===== config.mk =====
export PLATFORM = sky130hd
export DESIGN_NAME = line_tracker_ctrl
export DESIGN_NICKNAME = d
export VERILOG_FILES = /design/src/rtl/tracker_pkg.sv /design/src/rtl/sensor_debounce.sv /design/src/rtl/line_tracker_ctrl.sv
export SDC_FILE = /design/constraint.sdc
export NUM_CORES = 1
export LEC_CHECK = 0
export CAP_MARGIN = 0
export CORE_MARGIN = 2
export CORE_UTILIZATION = 54
export DETAILED_ROUTE_END_ITERATION = 16
export DONT_BUFFER_PORTS = 1
export PLACE_DENSITY = 0.82
export REMOVE_ABC_BUFFERS = 1
export SLEW_MARGIN = 40
export SYNTH_ARGS = -nofsm -noshare
export SYNTH_HDL_FRONTEND = slang
export SYNTH_SLANG_ARGS = --single-unit

===== constraint.sdc =====
create_clock -name clk -period 2 [get_ports clk]
set_input_delay 0.4 -clock clk [delete_from_list [all_inputs] [get_ports clk]]
set_output_delay 0.4 -clock clk [all_outputs]
set_load 0.02 [all_outputs]

===== src/rtl/tracker_pkg.sv =====
// Shared encodings for the line tracker: motion command codes and the lost-line FSM states.
package tracker_pkg;

  localparam logic [1:0] TURN_LEFT   = 2'b00;
  localparam logic [1:0] TURN_RIGHT  = 2'b01;
  localparam logic [1:0] GO_STRAIGHT = 2'b10;
  localparam logic [1:0] STOP_STATE  = 2'b11;

  typedef enum logic [1:0] {
    STOP   = 2'd0,
    TRACK  = 2'd1,
    SEARCH = 2'd2
  } fsm_t;

endpackage


===== src/rtl/sensor_debounce.sv =====
// One tracker input: 2-flop synchroniser followed by a consecutive-disagreement filter.
module sensor_debounce #(
  parameter int DEBOUNCE_CYCLES = 4
) (
  input  logic clk,
  input  logic reset,
  input  logic raw,
  output logic filtered
);

  // The counter only has to hold DEBOUNCE_CYCLES-1; the final disagreeing sample flips the output.
  localparam int CW = (DEBOUNCE_CYCLES < 2) ? 1 : $clog2(DEBOUNCE_CYCLES);

  logic          r_sync1;
  logic          r_sync2;
  logic          r_filt;
  logic [CW-1:0] r_cnt;

  always_ff @(posedge clk) begin
    if (!reset) begin
      r_sync1 <= 1'b0;
      r_sync2 <= 1'b0;
      r_filt  <= 1'b0;
      r_cnt   <= '0;
    end else begin
      r_sync1 <= raw;
      r_sync2 <= r_sync1;
      if (r_sync2 == r_filt) begin
        r_cnt <= '0;
      end else if (r_cnt == CW'(DEBOUNCE_CYCLES - 1)) begin
        r_filt <= r_sync2;
        r_cnt  <= '0;
      end else begin
        r_cnt <= r_cnt + CW'(1);
      end
    end
  end

  assign filtered = r_filt;

endmodule


===== src/rtl/line_tracker_ctrl.sv =====
// Line-following decision block: debounced sensors -> position error -> motion command.
// Define LINE_TRACKER_SEARCH_EN to add the SEARCH state (lost timer, last_dir) between TRACK and STOP.
module line_tracker_ctrl #(
  parameter int NUM_SENSORS     = 5,
  parameter int DEBOUNCE_CYCLES = 4,
  parameter int LOST_TIMEOUT    = 1000
) (
  input  logic                           clk,
  input  logic                           reset,
  input  logic [NUM_SENSORS-1:0]         sensor,
  output logic [1:0]                     state,
  output logic [$clog2(NUM_SENSORS)-1:0] steer_mag,
  output logic                           lost
);

  import tracker_pkg::*;

  localparam int IW = $clog2(NUM_SENSORS);
  localparam int EW = IW + 1;

  logic [NUM_SENSORS-1:0] w_filt;
  logic                   w_any;
  logic [IW-1:0]          w_lo;
  logic [IW-1:0]          w_hi;
  logic signed [EW:0]     w_err;
  logic signed [EW:0]     w_err_neg;
  logic [IW-1:0]          w_err_mag;
  logic [1:0]             w_track_state;
  logic signed [1:0]      w_err_sign;

  genvar gi;
  generate
    for (gi = 0; gi < NUM_SENSORS; gi++) begin : g_deb
      sensor_debounce #(
        .DEBOUNCE_CYCLES(DEBOUNCE_CYCLES)
      ) u_deb (
        .clk      (clk),
        .reset    (reset),
        .raw      (sensor[gi]),
        .filtered (w_filt[gi])
      );
    end
  endgenerate

  assign w_any = |w_filt;

  // Outermost active sensors; the result is only meaningful when w_any is set.
  always_comb begin
    w_lo = '0;
    w_hi = '0;
    for (int i = NUM_SENSORS - 1; i >= 0; i--) begin
      if (w_filt[i]) w_lo = IW'(i);
    end
    for (int i = 0; i < NUM_SENSORS; i++) begin
      if (w_filt[i]) w_hi = IW'(i);
    end
  end

  assign w_err     = $signed({2'b00, w_lo}) + $signed({2'b00, w_hi}) - $signed((EW+1)'(NUM_SENSORS - 1));
  assign w_err_neg = -w_err;
  assign w_err_mag = w_err[EW] ? w_err_neg[IW-1:0] : w_err[IW-1:0];

  always_comb begin
    w_track_state = GO_STRAIGHT;
    w_err_sign    = 2'sd0;
    if (w_err[EW]) begin
      w_track_state = TURN_LEFT;
      w_err_sign    = -2'sd1;
    end else if (w_err != '0) begin
      w_track_state = TURN_RIGHT;
      w_err_sign    = 2'sd1;
    end
  end

  fsm_t          r_fsm;
  fsm_t          w_fsm_next;
  logic [1:0]    r_state;
  logic [1:0]    w_state_next;
  logic [IW-1:0] r_mag;
  logic [IW-1:0] w_mag_next;
  logic          r_lost;
  logic          w_lost_next;

`ifdef LINE_TRACKER_SEARCH_EN
  localparam int TW = $clog2(LOST_TIMEOUT + 1);
  logic [TW-1:0]     r_timer;
  logic [TW-1:0]     w_timer_next;
  logic signed [1:0] r_last_dir;
  logic signed [1:0] w_last_dir_next;
`endif

  // Outputs are computed for the state being entered so they change on the same edge as the FSM.
  always_comb begin
    w_fsm_next   = r_fsm;
    w_state_next = STOP_STATE;
    w_mag_next   = '0;
    w_lost_next  = 1'b0;
`ifdef LINE_TRACKER_SEARCH_EN
    w_timer_next    = '0;
    w_last_dir_next = r_last_dir;
`endif
    unique case (r_fsm)
      STOP: begin
        if (w_any) w_fsm_next = TRACK;
      end
      TRACK: begin
`ifdef LINE_TRACKER_SEARCH_EN
        if (!w_any) w_fsm_next = SEARCH;
`else
        if (!w_any) w_fsm_next = STOP;
`endif
      end
      SEARCH: begin
`ifdef LINE_TRACKER_SEARCH_EN
        if (w_any) begin
          w_fsm_next = TRACK;
        end else if (r_timer == TW'(LOST_TIMEOUT - 1)) begin
          w_fsm_next = STOP;
        end else begin
          w_timer_next = r_timer + TW'(1);
        end
`else
        w_fsm_next = STOP;
`endif
      end
      default: w_fsm_next = STOP;
    endcase

    case (w_fsm_next)
      TRACK: begin
        w_state_next = w_track_state;
        w_mag_next   = w_err_mag;
`ifdef LINE_TRACKER_SEARCH_EN
        w_last_dir_next = w_err_sign;
`endif
      end
`ifdef LINE_TRACKER_SEARCH_EN
      SEARCH: begin
        w_lost_next = 1'b1;
        if (r_last_dir > 2'sd0) begin
          w_state_next = TURN_RIGHT;
          w_mag_next   = IW'(NUM_SENSORS - 1);
        end else if (r_last_dir < 2'sd0) begin
          w_state_next = TURN_LEFT;
          w_mag_next   = IW'(NUM_SENSORS - 1);
        end else begin
          w_state_next = GO_STRAIGHT;
        end
      end
`endif
      default: begin
        w_state_next = STOP_STATE;
      end
    endcase
  end

  always_ff @(posedge clk) begin
    if (!reset) begin
      r_fsm   <= STOP;
      r_state <= STOP_STATE;
      r_mag   <= '0;
      r_lost  <= 1'b0;
`ifdef LINE_TRACKER_SEARCH_EN
      r_timer    <= '0;
      r_last_dir <= 2'sd0;
`endif
    end else begin
      r_fsm   <= w_fsm_next;
      r_state <= w_state_next;
      r_mag   <= w_mag_next;
      r_lost  <= w_lost_next;
`ifdef LINE_TRACKER_SEARCH_EN
      r_timer    <= w_timer_next;
      r_last_dir <= w_last_dir_next;
`endif
    end
  end

  assign state     = r_state;
  assign steer_mag = r_mag;
  assign lost      = r_lost;

`ifndef LINE_TRACKER_SEARCH_EN
  logic w_unused_sign;
  assign w_unused_sign = ^w_err_sign;
`endif

endmodule

==> metrics <==
cell type with the highest aggregate area in the netlist=sky130_fd_sc_hd__dfxtp_1; share of flip-flops with an asynchronous set or reset after synthesis=0; fin. max-slew vios=0; remaining design rule violation count=0; most frequently used cell type in the post-synthesis netlist=sky130_fd_sc_hd__dfxtp_1; Max Root-Sink Buffers=2; Internal=0.777 mW; RSZ-0062 raised after global routing=yes; vias in the first global route=822; Clock Skew=0.00430 ns; post-synthesis sequential area ratio=0.489; Iter 0 DRT Violations=24; Max Fanout on Critical Path=4; class of the most critical hold timing path=input port to flop; number of antenna violations at the first check in global routing=0; maximum number of pins on one net before global-route repair=27; number of filler cells placed in the layout=160; nets@finish=151; CP max stage delay=0.60 ns; GRT Util Overall=0.177; number of core rows=17; clock tree from TritonCTS=done; Syn Std Cell Area=1270 µm²; routed len/inst=13.5 µm; I/O Pins=13; kind of launch point of the worst setup path=flop; CTS Buf Count=5; critical setup path kind=flop to flop; data arrival time of the worst path=2.28 ns; count of buffer and inverter cells on the critical path=1; floorplan die area=2750 µm²; ranking of synthesized cells by area=sky130_fd_sc_hd__dfxtp_1 (49%), sky130_fd_sc_hd__ha_1 (11%), sky130_fd_sc_hd__and2_1 (4.9%), sky130_fd_sc_hd__xor2_1 (4.1%), sky130_fd_sc_hd__and4b_1 (3.9%); post-route design area=1510 µm²; area of combinational cells with multiple inputs=682 µm²; endpoint of the worst-slack reg-to-reg timing path=steer_mag[2]; logic gate share of total power=0.019; Hold Crit Start=reset; Max stage delay cell, worst path=sky130_fd_sc_hd__fa_2; pre-CTS setup slack=-0.143 ns; number of cells on the worst hold path=1; CP Capture Type=flop; Vias per Instance=5.36; Critical Path RT=2.20 ns; Synth top cells by count=sky130_fd_sc_hd__dfxtp_1 (31), sky130_fd_sc_hd__ha_1 (11), sky130_fd_sc_hd__and2_1 (10); sw power=0.209 mW; number of antenna repair diodes=0; gpl congestion=0.732; count of buffers inserted at the top-level ports=0; Placeable Area=2210 µm²; list of cells traversed by the critical path=nor2_2 > nor3_1 > ha_1 > ha_4 > inv_2 > fa_2 > o31a_1 > a211oi_2; Crit path max-delay family=adder cells; capture endpoint of the worst hold path=g_deb[3].u_deb.r_sync2; Initial DRT Pass Iterations=4; total area of sequential cells=629 µm²; run status=complete, but fails checks; area delta synth->final=18.9%; total number of H-tree levels=2; Clk pwr share=0.339; clock period minus worst slack=2.08 ns; clock latency on the worst-skew pair=0.32 ns; effective utilization at floorplan=0.574; ratio of cells with drive above 1 in the final layout=0.263; routed wire length=2.17 mm; Peak Freq=482 MHz; total placed cells including tap cells=149; post-synthesis sequential element count=31; Horiz. Die Dim=52.5 µm; violations in the final reports=setup timing; die extent in y=52.5 µm; Max Cap Viol=0; library cells used by synthesis=28; placed instance area=1350 µm²; number of synthesized flops with an enable pin=0; Yosys Warn Count=0; worst reg2reg setup slack=-0.08 ns; cell chosen for the clock root=sky130_fd_sc_hd__clkbuf_4; total via count in the routed design=863; Clock Pin Slew Worst Setup and Hold Paths=0.09 ns; crit path setup slack, layout=-0.0758 ns; placed wire-length estimate after detailed placement=1.27 mm; antenna violation net count after detailed routing=0; final global-route overflow total=0; portion of the clock cycle consumed by the worst path in the final layout=1.04; global-route wire length before repair=3.45 mm; synthesized netlist cell count=116; total clock sinks=31; share of Yosys cell area claimed by the top area cell type=0.489; worst-case reg-to-reg path depth=8; peak supply drop=0.582 mV; worst hold slack=0.196 ns; final cell count without fillers=161; cell area power density=654 nW/µm²; final number of hold-violating endpoints=0; Net Sw Frac=0.212; final setup violation count=4; launching point of the worst reg2reg path=g_deb[2].u_deb.filtered; leakage power=0.668 nW; leading register cell type out of synthesis=sky130_fd_sc_hd__dfxtp_1; average cell area after synthesis=10.9 µm²; share of power burned in registers=0.642
[layout make-up]
type,count,share of cell area
clock buffers,7,0.0299
clock inverters,1,0.00332
inverters,8,0.0199
multi-input cells,75,0.452
flip-flops and latches,31,0.417
well taps,28,0.0232
repair buffers,11,0.0547
[per-layer routing]
layer  up-vias  GRT usage  part of all wire
met5         -          0                 0
met4         0     0.0726             0.017
met3         6     0.0829             0.074
met2        25      0.277              0.49
li1        421          -                 -
met1       411      0.207              0.42
[worst reg2reg max path, stage by stage, from the launching register on]
cell and delay [ns]:
sky130_fd_sc_hd__dfxtp_4 0.37, sky130_fd_sc_hd__nor2_2 0.13, sky130_fd_sc_hd__nor3_1 0.07, sky130_fd_sc_hd__ha_1 0.34
sky130_fd_sc_hd__ha_4 0.16, sky130_fd_sc_hd__inv_2 0.04, sky130_fd_sc_hd__fa_2 0.60, sky130_fd_sc_hd__o31a_1 0.19
sky130_fd_sc_hd__a211oi_2 0.06
[layout by cell type (no fill, tap or decap), types with 2 or more instances in the layout]
cell,Yosys,final
sky130_fd_sc_hd__a21oi_1,3,2
sky130_fd_sc_hd__ha_1,11,8
sky130_fd_sc_hd__buf_4,1,11
sky130_fd_sc_hd__dfxtp_1,31,28
sky130_fd_sc_hd__nor2_1,7,6
sky130_fd_sc_hd__clkbuf_1,2,2
sky130_fd_sc_hd__nor2b_1,6,6
sky130_fd_sc_hd__xor2_1,6,5
sky130_fd_sc_hd__ha_4,0,3
sky130_fd_sc_hd__o21ai_0,3,2
sky130_fd_sc_hd__and2_1,10,10
sky130_fd_sc_hd__inv_2,1,3
sky130_fd_sc_hd__dfxtp_4,0,2
sky130_fd_sc_hd__clkbuf_4,0,5
sky130_fd_sc_hd__nor4bb_1,5,5
sky130_fd_sc_hd__inv_1,7,5
sky130_fd_sc_hd__and4b_1,5,5
sky130_fd_sc_hd__conb_1,1,2
sky130_fd_sc_hd__mux2i_1,5,5
[state kept, by name (all words and copies together), names as in the netlist]
| register | count |
|---|---|
| steer_mag | 3 |
| g_deb.u_deb.filtered | 5 |
| g_deb.u_deb.r_sync1 | 5 |
| r_fsm | 1 |
| g_deb.u_deb.r_sync2 | 5 |
| g_deb.u_deb.r_cnt | 10 |
| state | 2 |
[stage by stage]
stage | power [mW] | util | TNS [ns]
global placement | 0.668 | 0.608 | -0.0721
global route | 1.03 | 0.682 | -0.598
CTS | 0.998 | 0.659 | -0.0477
floorplan | 0.666 | - | -0.00859
finish | 0.986 | 0.682 | -0.236
detailed placement | 0.669 | 0.608 | -0.377
[cells by family after synthesis]
kind of cell,Yosys count,synth area share
other,1,0.00296
XOR/XNOR,6,0.0414
multiplexers,5,0.0394
flip-flops,31,0.489
AND/OR/NAND/NOR,41,0.223
AO/OA/AOI/OAI,9,0.0444
buffers and inverters,11,0.0355
adder cells (fa/ha/maj),12,0.124
[worst max path at each step]
stage,endpoint,cells after the start,start
2_1_floorplan,steer_mag[1],8,g_deb[2].u_deb.filtered
3_3_place_gp,steer_mag[1],8,g_deb[1].u_deb.filtered
3_5_place_dp,steer_mag[1],8,g_deb[2].u_deb.filtered
4_1_cts,steer_mag[1],8,g_deb[3].u_deb.filtered
5_1_grt,state[0],9,g_deb[2].u_deb.filtered
6_report,steer_mag[2],8,g_deb[2].u_deb.filtered
[power groups by stage]
| stage | sequential, mW | clock (mW) | combinational (mW) |
|---|---|---|---|
| global placement | 0.650 | 0 | 0.0179 |
| finish | 0.633 | 0.334 | 0.0188 |
| detailed placement | 0.650 | 0 | 0.0189 |
| floorplan | 0.649 | 0 | 0.0170 |
| global route | 0.635 | 0.378 | 0.0214 |
| CTS | 0.635 | 0.345 | 0.0189 |
[timing repair]
item / in CTS / in global routing
setup buffers: 2 / 2
endpoints found under the setup margin: 4 / 4
hold buffers: 0 / 0
pin swaps: 8 / 4
gates cloned: 0 / 0
resized for setup: 11 / 8
No activity file was read; power rests on OpenSTA's default activity.
